**src/rtl/rsa_ctrl_pkg.sv**
```systemverilog
// Shared types and constants for the RSA modular-exponentiation controller.
package rsa_ctrl_pkg;

  localparam int unsigned MM_OPW = 2;

  localparam logic [MM_OPW-1:0] OP_TO_MONT   = MM_OPW'(0);
  localparam logic [MM_OPW-1:0] OP_SQR       = MM_OPW'(1);
  localparam logic [MM_OPW-1:0] OP_MUL       = MM_OPW'(2);
  localparam logic [MM_OPW-1:0] OP_FROM_MONT = MM_OPW'(3);

  typedef enum logic [2:0] {
    IDLE  = 3'd0,
    PRE   = 3'd1,
    CONV  = 3'd2,
    SQR   = 3'd3,
    MUL   = 3'd4,
    FINAL = 3'd5,
    DONE  = 3'd6
  } state_e;

endpackage

```
**src/rtl/exp_scan.sv**
```systemverilog
// Exponent holder and MSB-first bit scanner for the square-and-multiply loop.
module exp_scan #(
  parameter int unsigned EXP_W = 1024
) (
  input  logic             clk,
  input  logic             rst_n,
  input  logic             capture,
  input  logic [EXP_W-1:0] exp_in,
  input  logic             init_idx,
  input  logic             dec,
  output logic             cur_bit_c,
  output logic             last_c
);

  localparam int unsigned IDX_W = (EXP_W > 1) ? $clog2(EXP_W) : 1;

  logic [EXP_W-1:0] exp_q, exp_d;
  logic [IDX_W-1:0] idx_q, idx_d;

  always_comb begin
    exp_d = exp_q;
    idx_d = idx_q;
    if (capture) exp_d = exp_in;
    if (init_idx) begin
      idx_d = IDX_W'(EXP_W - 1);
    end else if (dec && (idx_q != '0)) begin
      idx_d = idx_q - IDX_W'(1);
    end
  end

  always_ff @(posedge clk or negedge rst_n) begin
    if (!rst_n) begin
      exp_q <= '0;
      idx_q <= '0;
    end else begin
      exp_q <= exp_d;
      idx_q <= idx_d;
    end
  end

  assign cur_bit_c = exp_q[idx_q];
  assign last_c    = (idx_q == '0);

endmodule

```
**src/rtl/modexp_ctrl.sv**
```systemverilog
// Sequencer for Montgomery-domain left-to-right square-and-multiply exponentiation.
module modexp_ctrl
  import rsa_ctrl_pkg::*;
#(
  parameter int unsigned EXP_W  = 1024,
  parameter int unsigned MM_OPW = 2
) (
  input  logic              clk,
  input  logic              rst_n,
  input  logic              start,
  input  logic              abort,
  input  logic [EXP_W-1:0]  exp,
  output logic              pre_start,
  input  logic              n0p_done,
  input  logic              rt_done,
  output logic              mm_start,
  output logic [MM_OPW-1:0] mm_op,
  output logic              acc_load_r,
  input  logic              mm_done,
  output logic              busy,
  output logic              done,
  output logic              err
);

  state_e            state_q, state_d;
  logic              n0p_q, n0p_d;
  logic              rt_q, rt_d;
  logic              pre_start_q, pre_start_d;
  logic              mm_start_q, mm_start_d;
  logic [MM_OPW-1:0] mm_op_q, mm_op_d;
  logic              acc_load_r_q, acc_load_r_d;
  logic              busy_q, busy_d;
  logic              done_q, done_d;
  logic              err_q, err_d;

  logic capture, init_idx, dec;
  logic cur_bit_c, last_c;
  logic wait_c, mm_ack_c;

  exp_scan #(.EXP_W(EXP_W)) u_scan (
    .clk       (clk),
    .rst_n     (rst_n),
    .capture   (capture),
    .exp_in    (exp),
    .init_idx  (init_idx),
    .dec       (dec),
    .cur_bit_c (cur_bit_c),
    .last_c    (last_c)
  );

  // A multiplier op is outstanding in any mm state once its launch cycle has passed.
  assign wait_c   = ((state_q == CONV) || (state_q == SQR) || (state_q == MUL) ||
                     (state_q == FINAL)) && !mm_start_q;
  assign mm_ack_c = wait_c && mm_done;

  always_comb begin
    state_d      = state_q;
    n0p_d        = n0p_q;
    rt_d         = rt_q;
    pre_start_d  = 1'b0;
    mm_start_d   = 1'b0;
    mm_op_d      = mm_op_q;
    acc_load_r_d = 1'b0;
    busy_d       = busy_q;
    done_d       = 1'b0;
    err_d        = err_q;
    capture      = 1'b0;
    init_idx     = 1'b0;
    dec          = 1'b0;

    if (mm_done && !wait_c) err_d = 1'b1;

    case (state_q)
      IDLE: begin
        if (start) begin
          capture     = 1'b1;
          n0p_d       = 1'b0;
          rt_d        = 1'b0;
          err_d       = 1'b0;
          busy_d      = 1'b1;
          pre_start_d = 1'b1;
          state_d     = PRE;
        end
      end
      PRE: begin
        n0p_d = n0p_q | n0p_done;
        rt_d  = rt_q | rt_done;
        if (n0p_d && rt_d) begin
          state_d      = CONV;
          mm_start_d   = 1'b1;
          mm_op_d      = MM_OPW'(OP_TO_MONT);
          acc_load_r_d = 1'b1;
          init_idx     = 1'b1;
        end
      end
      CONV: begin
        if (mm_ack_c) begin
          state_d    = SQR;
          mm_start_d = 1'b1;
          mm_op_d    = MM_OPW'(OP_SQR);
        end
      end
      SQR: begin
        if (mm_ack_c) begin
          mm_start_d = 1'b1;
          if (cur_bit_c) begin
            state_d = MUL;
            mm_op_d = MM_OPW'(OP_MUL);
          end else if (!last_c) begin
            dec     = 1'b1;
            state_d = SQR;
            mm_op_d = MM_OPW'(OP_SQR);
          end else begin
            state_d = FINAL;
            mm_op_d = MM_OPW'(OP_FROM_MONT);
          end
        end
      end
      MUL: begin
        if (mm_ack_c) begin
          mm_start_d = 1'b1;
          if (!last_c) begin
            dec     = 1'b1;
            state_d = SQR;
            mm_op_d = MM_OPW'(OP_SQR);
          end else begin
            state_d = FINAL;
            mm_op_d = MM_OPW'(OP_FROM_MONT);
          end
        end
      end
      FINAL: begin
        if (mm_ack_c) begin
          state_d = DONE;
          done_d  = 1'b1;
          busy_d  = 1'b0;
        end
      end
      DONE: state_d = IDLE;
      default: state_d = IDLE;
    endcase

    // Cancel overrides every transition, including a coincident completion.
    if (abort && (state_q != IDLE) && (state_q != DONE)) begin
      state_d      = IDLE;
      busy_d       = 1'b0;
      pre_start_d  = 1'b0;
      mm_start_d   = 1'b0;
      acc_load_r_d = 1'b0;
      done_d       = 1'b0;
      init_idx     = 1'b0;
      dec          = 1'b0;
    end
  end

  always_ff @(posedge clk or negedge rst_n) begin
    if (!rst_n) begin
      state_q      <= IDLE;
      n0p_q        <= 1'b0;
      rt_q         <= 1'b0;
      pre_start_q  <= 1'b0;
      mm_start_q   <= 1'b0;
      mm_op_q      <= '0;
      acc_load_r_q <= 1'b0;
      busy_q       <= 1'b0;
      done_q       <= 1'b0;
      err_q        <= 1'b0;
    end else begin
      state_q      <= state_d;
      n0p_q        <= n0p_d;
      rt_q         <= rt_d;
      pre_start_q  <= pre_start_d;
      mm_start_q   <= mm_start_d;
      mm_op_q      <= mm_op_d;
      acc_load_r_q <= acc_load_r_d;
      busy_q       <= busy_d;
      done_q       <= done_d;
      err_q        <= err_d;
    end
  end

  assign pre_start  = pre_start_q;
  assign mm_start   = mm_start_q;
  assign mm_op      = mm_op_q;
  assign acc_load_r = acc_load_r_q;
  assign busy       = busy_q;
  assign done       = done_q;
  assign err        = err_q;

endmodule

```
**config.mk**
```make
export PLATFORM = sky130hd
export DESIGN_NAME = modexp_ctrl
export DESIGN_NICKNAME = d
export VERILOG_FILES = /design/src/rtl/rsa_ctrl_pkg.sv /design/src/rtl/exp_scan.sv /design/src/rtl/modexp_ctrl.sv
export SDC_FILE = /design/constraint.sdc
export NUM_CORES = 2
export LEC_CHECK = 0
export CAP_MARGIN = 20
export CORE_AREA = 2 2 403 405
export DETAILED_ROUTE_END_ITERATION = 10
export DIE_AREA = 0 0 405 407
export GPL_ROUTABILITY_DRIVEN = 0
export PLACE_DENSITY = 0.51
export SLEW_MARGIN = 20
export SYNTH_ARGS = -nofsm -noshare
export SYNTH_HDL_FRONTEND = slang
export SYNTH_HIERARCHICAL = 1
export SYNTH_SLANG_ARGS = --single-unit
```
**constraint.sdc**
```tcl
create_clock -name clk -period 4.4 [get_ports clk]
set_input_delay 1.1 -clock clk [delete_from_list [all_inputs] [get_ports clk]]
set_output_delay 1.1 -clock clk [all_outputs]
set_load 0.01 [all_outputs]
```
== Word-level counts from Yosys, hierarchy flattened ==
Cells that the tools add are included.
W data, S select, Z words.
Cells by class
  bitwise operators: 2
  multiplexer cells: 48
  order comparisons: 1
  eq/ne operators: 17
  $add $sub $neg: 1
  reductions and logical operators: 25
Operator list (count)
  $mux W3: 9
  $mux W1: 23
  $mux W10: 2
  $pmux W3 S6: 1
  $mux W2: 6
  $ne A3 B2 Y1 const B: 4
  $lt A10 B11 Y1 const B: 1
  $bmux W1 S10: 1
  $logic_not A10 Y1: 1
  $ne A2 B2 Y1 const B: 5
  $pmux W1 S2: 5
  $reduce_bool A10 Y1: 1
  $sub A10 B1 Y10 const B: 1
  $ne A3 B3 Y1 const B: 3
  $pmux W2 S4: 1
  $logic_and A1 B1 Y1: 7
  $eq A3 B2 Y1 const B: 2
  $eq A3 B3 Y1 const B: 2
  $reduce_and A6 Y1: 1
  $reduce_bool A3 Y1: 2
  $reduce_and A5 Y1: 1
  $reduce_bool A2 Y1: 2
  $reduce_bool A4 Y1: 1
  $eq A3 B1 Y1 const B: 1
  other kinds (7): 11
Storage, ports and cells
  bits in registers: 1047
  logic and storage cells: 106
  input bits: 1031
  output and inout port bits: 8

== Depth between registers and ports, before layout ==
  word-level depth: 12
  gate-level depth with buffers: 19
  gate-level depth less buffers: 15

== By module ==
Netlist, hierarchy kept.
Modules (own cells, without submodules)
  exp_scan: cells each 2914, times used 1, area an instance 46757.3 µm²
  modexp_ctrl: cells each 87, times used 1, area an instance 758.2 µm²

== Worst setup path before layout ==
No wires, ideal clock.
  path type: flip-flop to flip-flop
  start point: reg u_scan.idx_q[0]
  end point: reg u_scan.idx_q[7]
  cell stages (with the launch flop): 19
  clock period less this slack: 3.992 ns
  required time: 4.279 ns
  data arrival time: 3.871 ns
  setup slack: 0.408 ns
  path through: dfrtp_1 > buf_4 > buf_8 > buf_2 > mux4_2 > mux2i_1 > o211ai_1 > o31ai_1 > o21ai_0 > a32oi_1 > o22ai_1 > nor2_1 > a22oi_1 > nor4_1 > nand2_1 > or3_1 > nor4_1 > xnor2_1 > nand2b_1
On the way
  word-level cells in the longest chain between the ends: 8
  elaborated cells between the ends (all ways): 15
Ends and longest elaborated chain
  start: declaration: line exp_scan.sv:18  | logic [IDX_W-1:0] idx_q, idx_d;
  start signal: assignment: line exp_scan.sv:37  | idx_q <= idx_d;
  $bmux W1 S10: line exp_scan.sv:41  | assign cur_bit_c = exp_q[idx_q];
  $mux W1 (not written as such): line exp_scan.sv:41
  named net cur_bit_c: line modexp_ctrl.sv:37  | logic cur_bit_c, last_c;
  $mux W1: line modexp_ctrl.sv:106  | if (cur_bit_c) begin
  $mux W1: line modexp_ctrl.sv:104  | if (mm_ack_c) begin
  $pmux W1 S2: line modexp_ctrl.sv:73  | case (state_q)
  $mux W1: line modexp_ctrl.sv:144  | if (abort && (state_q != IDLE) && (state_q != DONE)) begin
  named net dec: line modexp_ctrl.sv:36  | logic capture, init_idx, dec;
  $logic_and A1 B1 Y1: line exp_scan.sv:26  | end else if (dec && (idx_q != '0)) begin
  $reduce_bool A2 Y1 (no source line)
The timed path passes the listed nets, and every way through them passes these cells. The select of a mux whose other input is x is not followed.
A chain may end at the register's enable or synchronous reset.

== Worst setup path in the final report ==
Ends and elaborated chain as after synthesis.

==> out/metrics.csv <==
metric,value,unit
Post-synth EDFFs,0,
max cap viols,0,
Critical Path Source Type,register,
H-Tree Level Count,3,
crit path max fanout,5,
worst hold slack,446,ps
critical path cell sequence,"buf_12, buf_4, mux4_1, mux2_2, a221o_1, and3_1, a211o_4, a32oi_4, o22ai_4, nor2_4, a22oi_2, nor4_2, buf_4, nand2_4, or3_4, nor4_4, xnor2_1, nand2b_1",
die height,407,um
"Seq/Total Area, Yosys",55.1,%
share of cells above drive strength 1,42.1,%
Critical Path Most Common Cell,buf_4,
Placeable Area,160000,um2
overall via count from detail_route,32000,
Synth Register Bits,1047,
internal power,33.0,mW
WL final,195000,um
final hold violation count,0,
main combinational cell family by area after synthesis,multiplexers,
drt drc,0,
failing checks,setup timing,
Yosys top cell by area,dfrtp_1,
Synth Cell Area,47500,um2
cell row count,147,
Worst Slack Setup Final,-283,ps
synth cell count leaders,"1047 x dfrtp_1, 1033 x mux2_2, 209 x mux4_2",
share of power burned in combinational logic,42.2,%
drt pass-1 iters,5,
pwr dens,718,nW/um2
Total Nets Final,5298,
starting density of the core,29.7,%
RSZ-0062 raised after global routing,true,
Syn. warnings,6,
# port buffers,1038,
mux contribution to synthesized area,37.6,%
Reg power frac,36.2,%
TritonCTS buffer count,119,
# clock sinks,1047,
syn avg cell area,15.8,um2
Post-Syn Nets,4034,
ranking of synthesized cells by area,"dfrtp_1 55%, mux2_2 24%, mux4_2 9.9%",
post-synth top area share,55.1,%
sw frac,32.1,%
"Slew Viols, Final",0,
Total GRT Usage,23.3,%
clock power share,21.6,%
"count leader, synth",dfrtp_1,
clock-pin slew on the worst setup and hold paths,60,ps
DRT iter0 DRCs,1969,
Fillers,14800,
Vias/cell,4.88,
worst slew pin tran,878,ps
Switch Pwr,15.6,mW
Util after Layout,42.3,%
simple-gate share of the synthesized area,1.63,%
CTS tree,built,
Ports,1039,
Crit-path slowest cell,mux4_1,
grt ovf,0,
Die ar.,165000,um2
async set-or-reset flop fraction in the synthesized netlist,100,%
Synth Area in Adders,0.0527,%
status,"complete, but fails checks",
worst min-delay path category,in2async,
worst path arrival time,5300,ps
CP Class,reg2reg,
leakage,27.8,nW
global-route wire length before repair,269000,um
post-synthesis compound-gate area fraction,3.05,%
Post-Synth XOR/XNOR Area,0.166,%
critical path capture point type,register,
Worst slew margin,41.5,%
fmax,0.214,GHz
CP required,5020,ps
Fin Clk Skew,27.9,ps
placed cell area,62600,um2
worst-case clock buffer depth,3,
Final ANT Viol Nets,0,
synth unique cells,69,
Max IR drop VDD,0.407,mV
setup violators final,8,
DP HPWL,152000,um
die width,405,um
ratio of final minimum period to clock period,106,%
largest net degree at the start of global routing,94,
top_reg_cell synth,dfrtp_1,
maximum single-stage delay on the critical path,530,ps
initial antenna violation count,82,
vias in the first global route,34900,
Mapped Cells,3001,
clk_lat worst skew,740,ps
post-DR wirelength/cell,29.7,um
Post-Route Setup TNS,-1180,ps
final worst path period need,4680,ps
"Area growth, synth to finish",42.6,%
"Design Area, Final",67800,um2
Root Buffer,clkbuf_16,
-- power by group through the flow --
| stage | registers, mW | clock network, mW | logic [mW] |
|---|---|---|---|
| after floorplan | 16.3 | 0 | 13.1 |
| after global placement | 17.8 | 0 | 19.5 |
| after detailed placement | 17.8 | 0 | 19.8 |
| after CTS | 17.7 | 10.8 | 20.7 |
| after global routing | 18.2 | 11.2 | 21.9 |
| final | 17.6 | 10.5 | 20.5 |
-- path summary, 6_finish.rpt --
kind,startpoint,endpoint,slack [ps],depth (start not counted)
min in group clk,u_scan/exp_q[18],u_scan/exp_q[18],500,1
max,u_scan/idx_q[0],u_scan/idx_q[7],-280,18
min,rst_n,u_scan/exp_q[55],450,1
max reg2reg,u_scan/idx_q[0],u_scan/idx_q[7],-280,18
min reg2reg,u_scan/exp_q[18],u_scan/exp_q[18],500,1
max in group asynchronous,rst_n,u_scan/exp_q[898],2750,2
-- worst max-delay path: cells and delay by family (launching register included) --
kind | cells | cell delay (ps)
compound gates | 5 | 1210
flops | 1 | 470
xor+xnor | 1 | 150
simple gates | 7 | 1440
mux | 2 | 800
buf+inv | 3 | 480
-- timing repair --
action	4_1_cts	5_1_grt
setup buffers	16	11
resized for setup	81	26
hold buffers	0	0
pin swaps	26	19
gates cloned	5	1
setup endpoints to repair	14	11
-- placed cells by master (no fill, tap or decap), types with 6 or more instances in the layout --
master and count:
clkbuf_1 22, a221oi_1 9, buf_16 9, and2_1 6, nand2b_1 17, clkdlybuf4s50_1 1037, buf_8 6, o21ai_0 20
o221ai_1 17, o211ai_1 7, xnor2_1 8, a22oi_1 20, a22o_1 9, a21oi_1 21, a211oi_1 7, mux4_2 209
nor2_1 28, inv_1 11, clkbuf_8 33, bufinv_16 12, clkinv_2 24, mux2i_1 106, clkbuf_16 120, nor2b_1 6
nand2_1 31, buf_6 9, mux2_2 1033, a32oi_1 6, buf_12 69, diode_2 30, buf_4 233, o22ai_1 19
dfrtp_1 1040, mux4_1 14
-- cells by family after synthesis --
group / count (synthesis)
multiplexers: 1370
buffers and inverters: 233
adder cells (fa/ha/maj): 2
flip-flops: 1047
XOR/XNOR: 9
AO/OA/AOI/OAI: 197
AND/OR/NAND/NOR: 143
-- flip-flops by register name, summed over array words and instances, names as in the netlist, 2 cells and up --
register	cells
mm_op	2
u_scan/idx_q	10
state_q	3
u_scan/exp_q	1024
-- metal layers --
metal / track usage [%] / vias up / wire length [um] / share of wire, %
li1: - / 13900 / - / -
met1: 29.5 / 16800 / 81200 / 42
met2: 39.6 / 936 / 97800 / 50
met3: 5.11 / 276 / 10400 / 5.3
met4: 7.00 / 60 / 5130 / 2.6
met5: 0 / - / 369 / 0.19
-- area by class of cell --
type / instances / area, um2 / share of cell area, %
clock inverter: 47 / 658 / 0.971
multi-input combinational: 1721 / 20600 / 30.4
inverter: 12 / 45.0 / 0.0665
clock buffer: 174 / 3510 / 5.19
timing repair buffer: 1364 / 14000 / 20.6
antenna: 30 / 75.1 / 0.111
tap: 2160 / 2700 / 3.99
sequential: 1047 / 26200 / 38.7
-- stage by stage --
stage / instances / setup slack, ps / power (mW)
global route: 6549 / -420 / 51.3
detailed placement: 6274 / -988 / 37.6
global placement: 6274 / -943 / 37.3
CTS: 6515 / -210 / 49.1
finish: 6555 / -283 / 48.7
floorplan: 3001 / 408 / 29.3
(Power assumes the default switching activity.)
